[config.mk]
export PLATFORM = sky130hd
export DESIGN_NAME = cam_drain
export DESIGN_NICKNAME = d
export VERILOG_FILES = /design/src/rtl/cam_drain.sv
export SDC_FILE = /design/constraint.sdc
export NUM_CORES = 1
export LEC_CHECK = 0
export BUFFER_PORTS_ARGS = -buffer_cell sky130_fd_sc_hd__buf_2
export CORE_ASPECT_RATIO = 0.9
export CORE_MARGIN = 2
export CORE_UTILIZATION = 56
export CTS_CLUSTER_DIAMETER = 200
export DETAILED_ROUTE_END_ITERATION = 7
export GPL_TIMING_DRIVEN = 0
export PLACE_DENSITY = 0.79
export SETUP_SLACK_MARGIN = 0.02
export SYNTH_ARGS = -nofsm -noshare
export SYNTH_HDL_FRONTEND = slang
export SYNTH_SLANG_ARGS = --single-unit
[constraint.sdc]
create_clock -name clk -period 3.05 [get_ports clk]
set_clock_uncertainty 0.1 [all_clocks]
set_input_delay 0.4575 -clock clk [delete_from_list [all_inputs] [get_ports clk]]
set_output_delay 0.4575 -clock clk [all_outputs]
set_load 0.005 [all_outputs]
[src/rtl/cam_drain.sv]
// ---------------------------------------------------------------------------
// cam_drain
// Serialises search requests into a CAM, drains the first-hit line on each
// hit (cam_data_valid clears it) and queues {hit, data, addr} results in a
// small FIFO for a downstream consumer.
//
// Ports
//   clk, rst                          clock (rising edge), async active-high reset
//   req_valid/req_ready               search request handshake
//   req_mask/req_strb                 search mask and strobe, latched on accept
//   cam_mask_in/cam_mask_strb         latched mask/strobe driven to the CAM
//   cam_mask_en                       CAM search enable (high in LOOKUP)
//   cam_hit/cam_data_out/cam_addr_out combinational CAM result
//   cam_data_valid                    one-cycle accept pulse clearing the hit line
//   rsp_valid/rsp_ready               result FIFO head handshake
//   rsp_hit/rsp_data/rsp_addr         result FIFO head contents
//   hit_cnt/miss_cnt                  saturating statistics counters
//
// Build option
//   CAM_DRAIN_RETRY_EN : a missing lookup is retried up to MAX_RETRY extra
//                        times before a miss is reported.
// ---------------------------------------------------------------------------
module cam_drain #(
    parameter int CAM_DW     = 32,
    parameter int CAM_MW     = 3,
    parameter int CAM_AW     = 8,
    parameter int FIFO_DEPTH = 4,
    parameter int MAX_RETRY  = 15
) (
    input  logic              clk,
    input  logic              rst,
    input  logic              req_valid,
    output logic              req_ready,
    input  logic [CAM_MW-1:0] req_mask,
    input  logic [CAM_MW-1:0] req_strb,
    output logic [CAM_MW-1:0] cam_mask_in,
    output logic [CAM_MW-1:0] cam_mask_strb,
    output logic              cam_mask_en,
    input  logic              cam_hit,
    input  logic [CAM_DW-1:0] cam_data_out,
    input  logic [CAM_AW-1:0] cam_addr_out,
    output logic              cam_data_valid,
    output logic              rsp_valid,
    input  logic              rsp_ready,
    output logic              rsp_hit,
    output logic [CAM_DW-1:0] rsp_data,
    output logic [CAM_AW-1:0] rsp_addr,
    output logic [15:0]       hit_cnt,
    output logic [15:0]       miss_cnt
);

    localparam int PW = $clog2(FIFO_DEPTH);

    localparam logic [0:0]  ST_IDLE   = 1'b0;
    localparam logic [0:0]  ST_LOOKUP = 1'b1;

    localparam logic [PW:0]   CNT_FULL = (PW+1)'(FIFO_DEPTH);
    localparam logic [PW:0]   CNT_ONE  = (PW+1)'(1);
    localparam logic [PW-1:0] PTR_ONE  = PW'(1);
    localparam logic [15:0]   STAT_MAX = 16'hFFFF;
    localparam logic [15:0]   STAT_ONE = 16'h0001;

    // Reject parameter values the pointer and retry arithmetic cannot represent.
    if (FIFO_DEPTH < 2 || (1 << PW) != FIFO_DEPTH || MAX_RETRY < 0 || MAX_RETRY > 15) begin : g_param_check
        $error("cam_drain: FIFO_DEPTH must be a power of 2 >= 2 and MAX_RETRY must fit in 4 bits");
    end

    logic [0:0]        state_q, state_d;
    logic [CAM_MW-1:0] mask_q, mask_d;
    logic [CAM_MW-1:0] strb_q, strb_d;
    logic [PW-1:0]     wr_ptr_q, wr_ptr_d;
    logic [PW-1:0]     rd_ptr_q, rd_ptr_d;
    logic [PW:0]       count_q, count_d;
    logic [15:0]       hit_cnt_q, hit_cnt_d;
    logic [15:0]       miss_cnt_q, miss_cnt_d;
`ifdef CAM_DRAIN_RETRY_EN
    logic [3:0]        retry_q, retry_d;
`endif

    logic              fifo_hit_q  [FIFO_DEPTH];
    logic [CAM_DW-1:0] fifo_data_q [FIFO_DEPTH];
    logic [CAM_AW-1:0] fifo_addr_q [FIFO_DEPTH];

    logic              push_s;
    logic              push_hit_s;
    logic [CAM_DW-1:0] push_data_s;
    logic [CAM_AW-1:0] push_addr_s;
    logic              pop_s;
    logic              hit_inc_s;
    logic              miss_inc_s;
    logic              ready_s;
    logic              lookup_en_s;
    logic              clear_s;

    // Request/lookup sequencing and result generation.
    always_comb begin
        state_d     = state_q;
        mask_d      = mask_q;
        strb_d      = strb_q;
        push_s      = 1'b0;
        push_hit_s  = 1'b0;
        push_data_s = '0;
        push_addr_s = '0;
        hit_inc_s   = 1'b0;
        miss_inc_s  = 1'b0;
        ready_s     = 1'b0;
        lookup_en_s = 1'b0;
        clear_s     = 1'b0;
`ifdef CAM_DRAIN_RETRY_EN
        retry_d     = retry_q;
`endif
        case (state_q)
            ST_IDLE: begin
                // Only one request is ever in flight, so a free slot seen
                // here is still free when the lookup pushes its result.
                ready_s = (count_q < CNT_FULL);
                if (req_valid && ready_s) begin
                    mask_d  = req_mask;
                    strb_d  = req_strb;
                    state_d = ST_LOOKUP;
                end else begin
                    state_d = ST_IDLE;
                end
            end
            ST_LOOKUP: begin
                lookup_en_s = 1'b1;
                if (cam_hit) begin
                    clear_s     = 1'b1;
                    push_s      = 1'b1;
                    push_hit_s  = 1'b1;
                    push_data_s = cam_data_out;
                    push_addr_s = cam_addr_out;
                    hit_inc_s   = 1'b1;
                    state_d     = ST_IDLE;
`ifdef CAM_DRAIN_RETRY_EN
                    retry_d     = 4'd0;
`endif
                end else begin
`ifdef CAM_DRAIN_RETRY_EN
                    if (retry_q == 4'(MAX_RETRY)) begin
                        push_s     = 1'b1;
                        miss_inc_s = 1'b1;
                        retry_d    = 4'd0;
                        state_d    = ST_IDLE;
                    end else begin
                        retry_d    = retry_q + 4'd1;
                        state_d    = ST_LOOKUP;
                    end
`else
                    push_s     = 1'b1;
                    miss_inc_s = 1'b1;
                    state_d    = ST_IDLE;
`endif
                end
            end
            default: begin
                state_d = ST_IDLE;
            end
        endcase
    end

    // FIFO pointer/occupancy and saturating statistics next-state.
    always_comb begin
        pop_s    = (count_q != '0) && rsp_ready;
        wr_ptr_d = wr_ptr_q;
        rd_ptr_d = rd_ptr_q;
        count_d  = count_q;
        if (push_s) begin
            wr_ptr_d = wr_ptr_q + PTR_ONE;
        end else begin
            wr_ptr_d = wr_ptr_q;
        end
        if (pop_s) begin
            rd_ptr_d = rd_ptr_q + PTR_ONE;
        end else begin
            rd_ptr_d = rd_ptr_q;
        end
        case ({push_s, pop_s})
            2'b10:   count_d = count_q + CNT_ONE;
            2'b01:   count_d = count_q - CNT_ONE;
            default: count_d = count_q;
        endcase
        if (hit_inc_s && (hit_cnt_q != STAT_MAX)) begin
            hit_cnt_d = hit_cnt_q + STAT_ONE;
        end else begin
            hit_cnt_d = hit_cnt_q;
        end
        if (miss_inc_s && (miss_cnt_q != STAT_MAX)) begin
            miss_cnt_d = miss_cnt_q + STAT_ONE;
        end else begin
            miss_cnt_d = miss_cnt_q;
        end
    end

    // Control and statistics registers with asynchronous reset.
    always_ff @(posedge clk or posedge rst) begin
        if (rst) begin
            state_q    <= ST_IDLE;
            mask_q     <= '0;
            strb_q     <= '0;
            wr_ptr_q   <= '0;
            rd_ptr_q   <= '0;
            count_q    <= '0;
            hit_cnt_q  <= 16'h0000;
            miss_cnt_q <= 16'h0000;
`ifdef CAM_DRAIN_RETRY_EN
            retry_q    <= 4'd0;
`endif
        end else begin
            state_q    <= state_d;
            mask_q     <= mask_d;
            strb_q     <= strb_d;
            wr_ptr_q   <= wr_ptr_d;
            rd_ptr_q   <= rd_ptr_d;
            count_q    <= count_d;
            hit_cnt_q  <= hit_cnt_d;
            miss_cnt_q <= miss_cnt_d;
`ifdef CAM_DRAIN_RETRY_EN
            retry_q    <= retry_d;
`endif
        end
    end

    // Result storage; contents are only meaningful below count_q, so no reset.
    always_ff @(posedge clk) begin
        if (push_s && !rst) begin
            fifo_hit_q[wr_ptr_q]  <= push_hit_s;
            fifo_data_q[wr_ptr_q] <= push_data_s;
            fifo_addr_q[wr_ptr_q] <= push_addr_s;
        end
    end

    // Handshake and CAM strobes are forced low while reset is held.
    assign req_ready      = ready_s && !rst;
    assign cam_mask_en    = lookup_en_s && !rst;
    assign cam_data_valid = clear_s && !rst;
    assign cam_mask_in    = mask_q;
    assign cam_mask_strb  = strb_q;
    assign rsp_valid      = (count_q != '0) && !rst;
    assign rsp_hit        = fifo_hit_q[rd_ptr_q];
    assign rsp_data       = fifo_data_q[rd_ptr_q];
    assign rsp_addr       = fifo_addr_q[rd_ptr_q];
    assign hit_cnt        = hit_cnt_q;
    assign miss_cnt       = miss_cnt_q;

endmodule

== Word level (Yosys, flattened, before mapping) ==
Memories as Yosys holds them, arrays and structs flattened.
Index checks and enable logic that the tools add are counted.
Operators by class
  bitwise logic cells: 1
  equal/unequal tests: 4
  magnitude comparators: 1
  muxes and demuxes: 15
  $add $sub $neg: 6
  reductions and logical operators: 12
Operator list (count)
  32-bit two-way mux: 2
  16-bit by 1-bit adder with 16-bit output (second input constant): 2
  16-bit inequality test (second input constant): 2
  8-bit two-way mux: 2
  1-bit two-way mux: 9
  1-bit logical AND: 8
  3-bit one-hot mux with 2 select lines: 1
  2-bit by 1-bit adder with 2-bit output (second input constant): 2
  3-bit by 1-bit adder with 3-bit output (second input constant): 1
  3-bit less-than comparator (second input constant): 1
  3-bit nonzero test: 1
  3-bit by 1-bit subtractor with 3-bit output (second input constant): 1
  2-bit by 1-bit == test with 1-bit output (second input constant): 1
  2-bit == test (second input constant): 1
  1-bit one-hot mux with 2 select lines: 1
  2-bit AND reduction: 1
  2-bit nonzero test: 1
  1-bit zero test: 1
  1-bit NOT: 1
Storage, ports and cells
  word-level logic and storage cells: 50
  flip-flop bits (word level): 46
  memory bits (writable): 164
  memories kept: 3
Memories
  fifo_data_q: depth 4, bits a word 32, rd ports 1, clocked after Yosys merged registers in 0, write ports 1, RTL line 81  | logic [CAM_DW-1:0] fifo_data_q [FIFO_DEPTH];
  fifo_addr_q: depth 4, bits a word 8, rd ports 1, clocked after Yosys merged registers in 0, write ports 1, RTL line 82  | logic [CAM_AW-1:0] fifo_addr_q [FIFO_DEPTH];
  fifo_hit_q: depth 4, bits a word 1, rd ports 1, clocked after Yosys merged registers in 0, write ports 1, RTL line 80  | logic fifo_hit_q [FIFO_DEPTH];

== Longest topological paths before layout ==
Gate-level depths: netlist of the first run.
  depth in word-level cells: 4
  depth in mapped cells: 8
  depth with buffers taken out: 8

== Worst setup path after synthesis of the first run ==
Ideal clock, no wire load.
  path type: input to register
  from: input rst
  to: memory fifo_addr_q[0][0] (enable)
  stages: 2
  arrival time: 2.679 ns
  setup slack: -0.132 ns
  buffers on the path: 0
  setup time: 0.403 ns
  cells stage by stage: inv_1 > and3_1
On the way
  longest elaborated chain between the ends: 4
Ends and longest elaborated chain
  start, declared: RTL line 31  | input logic rst,
  1-bit zero test: RTL line 226  | if (push_s && !rst) begin
  1-bit logical AND: RTL line 226
  1-bit two-way mux: RTL line 226
  1-bit two-way mux (implied by the code): RTL line 229  | fifo_addr_q[wr_ptr_q] <= push_addr_s;
  end, declared: RTL line 82
No other way between the ends.

== Worst setup path after layout of the first run ==
  from: register rd_ptr_q[1]
  to: output rsp_data[22]
On the way
  longest elaborated chain between the ends: 1
Ends and longest elaborated chain
  start, declared: RTL line 72  | logic [PW-1:0] rd_ptr_q, rd_ptr_d;
  start signal, assigned: RTL line 214  | rd_ptr_q <= rd_ptr_d;
  memory 4 x 32 bit
  end, declared: RTL line 46  | output logic [CAM_DW-1:0] rsp_data,
No other way between the ends.

==> impl_metrics.tcl, run 1 <==
set metrics [dict create \
    hpwl_um 10600 \
    avgSynthCellArea_um2 18.4 \
    vias 4793 \
    end_kind "output pin" \
    fp-row-count 42 \
    drive_gt1_share_pct 36.8 \
    use_met2_pct 35.5 \
    postCtsSetupBuffers 0 \
    p_leak_nw 4.13 \
    setup_viol 0 \
    ys_seq_area_share_pct 71.5 \
    worstSkewPairLatency_ns 0.49 \
    die_area_um2 16200 \
    path_clk_slew_ns 0.06 \
    critPathLaunchType "flip-flop" \
    cts_hold_buf 1 \
    maxCapViolCount 0 \
    worstSetupPathType "flip-flop to output pin" \
    grt_pass1_wl_um 26300 \
    synth_edf_count 164 \
    grt-ovfl-total 0 \
    fin_area_um2 10200 \
    core_area_um2 14800 \
    syn_area_um2 8500 \
    synth-main-ff-cell "edfxtp_1" \
    grt_max_degree 42 \
    cts-root-buf "clkbuf_16" \
    finalCriticalPeriod_ns 2.83 \
    power_w 0.00835 \
    start_util_pct 57.6 \
    nFillCells 995 \
    use_met1_pct 28.6 \
    rsz0062_at_grt "false" \
    worstPathRequired_ns 2.49 \
    mostFrequentLayoutCells "164 x edfxtp_1, 138 x buf_2, 46 x dfrtp_1, 44 x and3_1, 41 x mux4_2" \
    cts_sinks 210 \
    wl_per_cell_um 20.2 \
    path_max_fanout 10 \
    detail-route-antenna-nets 0 \
    tritoncts "built" \
    post-route-period-util_pct 92.9 \
    syn_nets 521 \
    fmax_ghz 0.353 \
    maxSlewHeadroom_pct 25.0 \
    grt_use_total_pct 21.3 \
    dpl_cell_area_um2 9440 \
    min-delay-path-class "primary input to flip-flop" \
    postCtsResizedCells 0 \
    io_pins 134 \
    status "finished, final reports clean" \
    drv_slew 0 \
    grt_antenna_before_repair 2 \
    drtPass1Iterations 5 \
    avgViaCountPerCell 5.73 \
    multi_input_area_um2 2290 \
    synth-async-reset-ratio_pct 21.9 \
    peakVddDrop_v 0.000587 \
    wl_um 16900 \
    layout_commonest_cell "edfxtp_1" \
    grt-busiest-layer "met2" \
    drc_errors 0 \
    synth-seq-cells 210 \
    htreeDepth 1 \
    die_w_um 134 \
    fin_util_pct 68.8 \
    cts_buffers 22 \
    seq_area_um2 6080 \
    drtIter0Drc 336 \
    ys_types 39 \
    pwr_density_cell_nw_per_um2 821 \
    cp.arrival_ns 2.28 \
    die_height_um 121 \
    tightest_slew_ns 1.13 \
    use_met3_pct 5.56 \
    gp_congestion 0.791 \
    finalNetCount 679 \
    first_global_vias 4971 \
    yosysWarnings 0 \
    cts.path.max_buffers 3 \
    hold_violations 0 \
    io_buffer_count 132 \
    netlist_instances 462 \
    area_growth_pct 19.5 \
]
==> metal layers <==
layer,up-vias,wire [um],share of wire (%)
met5,-,0,0
met4,0,308,1.8
met3,26,1270,7.5
met2,165,8470,50
met1,2457,6880,41
li1,2145,-,-
==> stage by stage <==
| stage | worst slack [ns] | TNS, ns | instances | hold WS, ns |
|---|---|---|---|---|
| floorplan | 0.254 | 0 | 462 | 0.369 |
| global placement | -0.686 | -107.12 | 792 | 0.381 |
| detailed placement | 0.231 | 0 | 793 | 0.390 |
| CTS | 0.175 | 0 | 834 | 0.0861 |
| global route | 0.0562 | 0 | 835 | 0.0917 |
| finish | 0.216 | 0 | 836 | 0.103 |
==> cells by family after synthesis <==
kind of cell             after synthesis  share of synthesized area, %
AO/OA/AOI/OAI                          8                         0.750
flip-flops                           210                          71.5
multiplexers                          51                          12.2
adder cells (fa/ha/maj)                8                          1.27
AND/OR/NAND/NOR                      121                          9.36
XOR/XNOR                              32                          3.30
buffers and inverters                 32                          1.68
==> final timing paths <==
kind	startpoint	slack, ns	cells past startpoint	end
setup reg to reg	state_q$_DFF_PP0_	0.74	3	fifo_data_q[3][23]$_DFFE_PP_
min in group asynchronous	rst	0.49	3	cam_mask_in[2]$_DFFE_PP0P_
hold reg to reg	cam_mask_in[1]$_DFFE_PP0P_	0.41	1	cam_mask_in[1]$_DFFE_PP0P_
max in group asynchronous	rst	1.83	4	hit_cnt[3]$_DFFE_PP0P_
setup / recovery	rd_ptr_q[1]$_DFFE_PP0N_	0.22	4	rsp_data[22]
hold / removal	req_mask[1]	0.10	2	cam_mask_in[1]$_DFFE_PP0P_
==> synth_stat cells (2+ instances only) <==
| cell | count | share of area, % |
|---|---|---|
| a21oi_1 | 2 | 0.12 |
| a31oi_1 | 2 | 0.15 |
| and3_1 | 48 | 3.5 |
| and4_1 | 3 | 0.31 |
| and4b_1 | 2 | 0.24 |
| buf_2 | 6 | 0.35 |
| buf_6 | 2 | 0.26 |
| clkbuf_1 | 14 | 0.62 |
| dfrtp_1 | 46 | 14 |
| edfxtp_1 | 164 | 58 |
| ha_1 | 7 | 1.0 |
| inv_1 | 10 | 0.44 |
| mux2_2 | 7 | 0.93 |
| mux2i_1 | 2 | 0.24 |
| mux4_2 | 41 | 11 |
| nand2_1 | 14 | 0.62 |
| nand3_1 | 8 | 0.47 |
| nand4_1 | 9 | 0.66 |
| nand4_4 | 3 | 0.75 |
| nor2_1 | 12 | 0.53 |
| nor2b_1 | 2 | 0.15 |
| nor3_1 | 7 | 0.41 |
| nor3b_2 | 2 | 0.29 |
| nor4_1 | 3 | 0.22 |
| nor4_4 | 2 | 0.50 |
| xnor2_1 | 13 | 1.3 |
| xor2_1 | 19 | 2.0 |
==> flip-flops by register name (all words and copies together) (netlist names) <==
name,flops
fifo_hit_q,4
miss_cnt,16
state_q,1
fifo_addr_q,32
cam_mask_in,3
hit_cnt,16
rd_ptr_q,2
count_q,3
fifo_data_q,128
wr_ptr_q,2
cam_mask_strb,3
==> cell type report <==
class | count | share of cell area (%)
antenna | 2 | 0.0492
inverter | 10 | 0.369
tap | 198 | 2.44
clock inverter | 5 | 0.702
sequential | 210 | 59.8
multi-input combinational | 220 | 22.5
buffer | 22 | 1.03
clock buffer | 35 | 6.30
timing repair buffer | 134 | 6.80
==> where the power goes <==
part / switching (W) / internal, W / leakage, nW / total, W
combinational: 0.00108 / 0.00106 / 1.68 / 0.00213
sequential: 0.000180 / 0.00343 / 2.11 / 0.00361
clock: 0.00100 / 0.00160 / 0.343 / 0.00261
total: 0.00226 / 0.00609 / 4.13 / 0.00835
==> worst max-delay path: stages (launching register included) <==
cell      delay [ns]
dfrtp_1         0.33
clkbuf_1        0.33
clkbuf_1        0.56
mux4_2          0.42
buf_2           0.15
No activity file was read; power rests on OpenSTA's default activity.
==> run 2: changes to the inputs <==
BUFFER_PORTS_ARGS = default   (was -buffer_cell sky130_fd_sc_hd__buf_2)
CORE_UTILIZATION = 63   (was 56)
CTS_CLUSTER_SIZE = 30   (was default)
DONT_BUFFER_PORTS = 1   (was default)
==> run 2 against run 1 <==
  * Hold slack got worse by 0.061 ns
  * Wire length decreased by 10%
  * Total power decreased by 19%
  * Maximum frequency increased by 3.4%
==> impl_metrics.tcl, run 2 (synthesized netlist as in run 1, its figures left out) <==
set metrics [dict create \
    top_register "fifo_data_q" \
    seqPwrFrac_pct 53.5 \
    core_area_um2 13300 \
    p_switching_w 0.00192 \
    end_kind "output pin" \
    area_growth_pct 6.34 \
    pwr_density_cell_nw_per_um2 749 \
    die_w_um 126 \
    maxCapViolCount 0 \
    fp-row-count 40 \
    io_buffer_count 0 \
    cp.arrival_ns 2.18 \
    crit_chain "clkbuf_1, clkbuf_1, mux4_2" \
    finalNetCount 535 \
    setup_viol 0 \
    max_stage_delay_ns 0.56 \
    worstSetupPathType "flip-flop to output pin" \
    htreeDepth 1 \
    p_leak_nw 3.37 \
    drtIter0Drc 316 \
    internal-power_w 0.00486 \
    hold_ws_ns 0.0413 \
    largest_reg_flops 128 \
    cts_sinks 210 \
    hpwl_um 9660 \
    peakVddDrop_v 0.000494 \
    fin_area_um2 9040 \
    start_util_pct 64.1 \
    fin_setup_tns_ns 0 \
    comb_power_share_pct 25.0 \
    wl_um 15200 \
    first_global_vias 4344 \
    postCtsResizedCells 0 \
    tritoncts "built" \
    rsz0062_at_grt "false" \
    postCtsSetupBuffers 0 \
    vias 4173 \
    die_height_um 114 \
    min-delay-path-class "primary input to flip-flop" \
    fin_ws_ns 0.308 \
    worstSkewPairLatency_ns 0.46 \
    grt_max_degree 42 \
    io_pins 134 \
    maxSlewHeadroom_pct 26.1 \
    p_sw_share_pct 28.3 \
    reg2reg_slack_ns 0.71 \
    grt-ovfl-total 0 \
    tightest_slew_ns 1.11 \
    cts_buffers 10 \
    drc_errors 0 \
    status "finished, final reports clean" \
    path_clk_slew_ns 0.11 \
    clkPwrFrac_pct 21.5 \
    placed_cells 631 \
    grt_pass1_wl_um 24000 \
    wl_per_cell_um 23.4 \
    cts_hold_buf 1 \
    post-route-period-util_pct 89.9 \
    layout_commonest_cell "edfxtp_1" \
    worstPathRequired_ns 2.49 \
    drive_gt1_share_pct 18.0 \
    drv_slew 0 \
    nFillCells 846 \
    finalNonFillerCells 649 \
    grt_use_total_pct 21.5 \
    top_regs "fifo_data_q (128), fifo_addr_q (32)" \
    cts.path.max_buffers 3 \
    mostFrequentLayoutCells "164 x edfxtp_1, 46 x dfrtp_1, 44 x and3_1, 41 x mux4_2, 19 x xor2_1" \
    slowest_stage "clkbuf_1" \
    drtPass1Iterations 6 \
    gp_congestion 0.805 \
    finalCriticalPeriod_ns 2.74 \
    detail-route-antenna-nets 0 \
    crit_top_cell "clkbuf_1" \
    critPathLaunchType "flip-flop" \
    path_max_fanout 10 \
    grt_antenna_before_repair 4 \
    cts-root-buf "clkbuf_16" \
    dpl_cell_area_um2 8740 \
    die_area_um2 14400 \
    hold_violations 0 \
    pre_cts_slack_ns 0.486 \
    fmax_ghz 0.365 \
    avgViaCountPerCell 6.43 \
]
==> run 2: per-layer routing <==
metal	global-route usage (%)	up-vias	routed length [um]
met1	28.9	2166	6270
met4	3.08	2	151
li1	-	1851	-
met5	0	-	11
met2	37.2	140	7690
met3	5.42	14	1070
==> run 2: cell type report <==
type | count | area, um2 | area share (%)
Buffer | 22 | 105 | 1.16
Antenna cell | 3 | 7.51 | 0.0830
Tap cell | 168 | 210 | 2.32
Sequential cell | 210 | 6080 | 67.2
Timing Repair Buffer | 2 | 30.0 | 0.332
Clock buffer | 14 | 287 | 3.17
Multi-Input combinational cell | 220 | 2290 | 25.3
Inverter | 10 | 37.5 | 0.415
==> run 2: critical path: cells and delay by family, from the launching register on <==
family / cells / cell delay [ns]
muxes: 1 / 0.47
DFF: 1 / 0.34
buffers and inverters: 2 / 0.92
==> run 2: metrics by stage <==
stage          total power, W  util, %
2_1_floorplan         0.00498        -
3_3_place_gp          0.00536     65.7
3_5_place_dp          0.00543     65.9
4_1_cts               0.00687     68.1
5_1_grt               0.00712     68.2
6_report              0.00678     68.2
==> run 2: worst paths after layout <==
check | startpoint | to | cells past startpoint
worst min register to register | hit_cnt[15]$_DFFE_PP0P_ | hit_cnt[15]$_DFFE_PP0P_ | 1
max in group asynchronous | rst | hit_cnt[7]$_DFFE_PP0P_ | 3
worst max register to register | state_q$_DFF_PP0_ | fifo_data_q[2][12]$_DFFE_PP_ | 3
min in group asynchronous | rst | cam_mask_strb[2]$_DFFE_PP0P_ | 2
worst min-delay path | req_strb[2] | cam_mask_strb[2]$_DFFE_PP0P_ | 1
worst max-delay path | rd_ptr_q[1]$_DFFE_PP0N_ | rsp_addr[5] | 3
==> run 2: power by group through the flow <==
stage               clock [W]  sequential (W)  combinational (W)
CTS                   0.00149         0.00362            0.00175
global placement            0         0.00367            0.00169
finish                0.00146         0.00362            0.00170
global route          0.00159         0.00366            0.00186
detailed placement          0         0.00369            0.00174
floorplan                   0         0.00363            0.00135
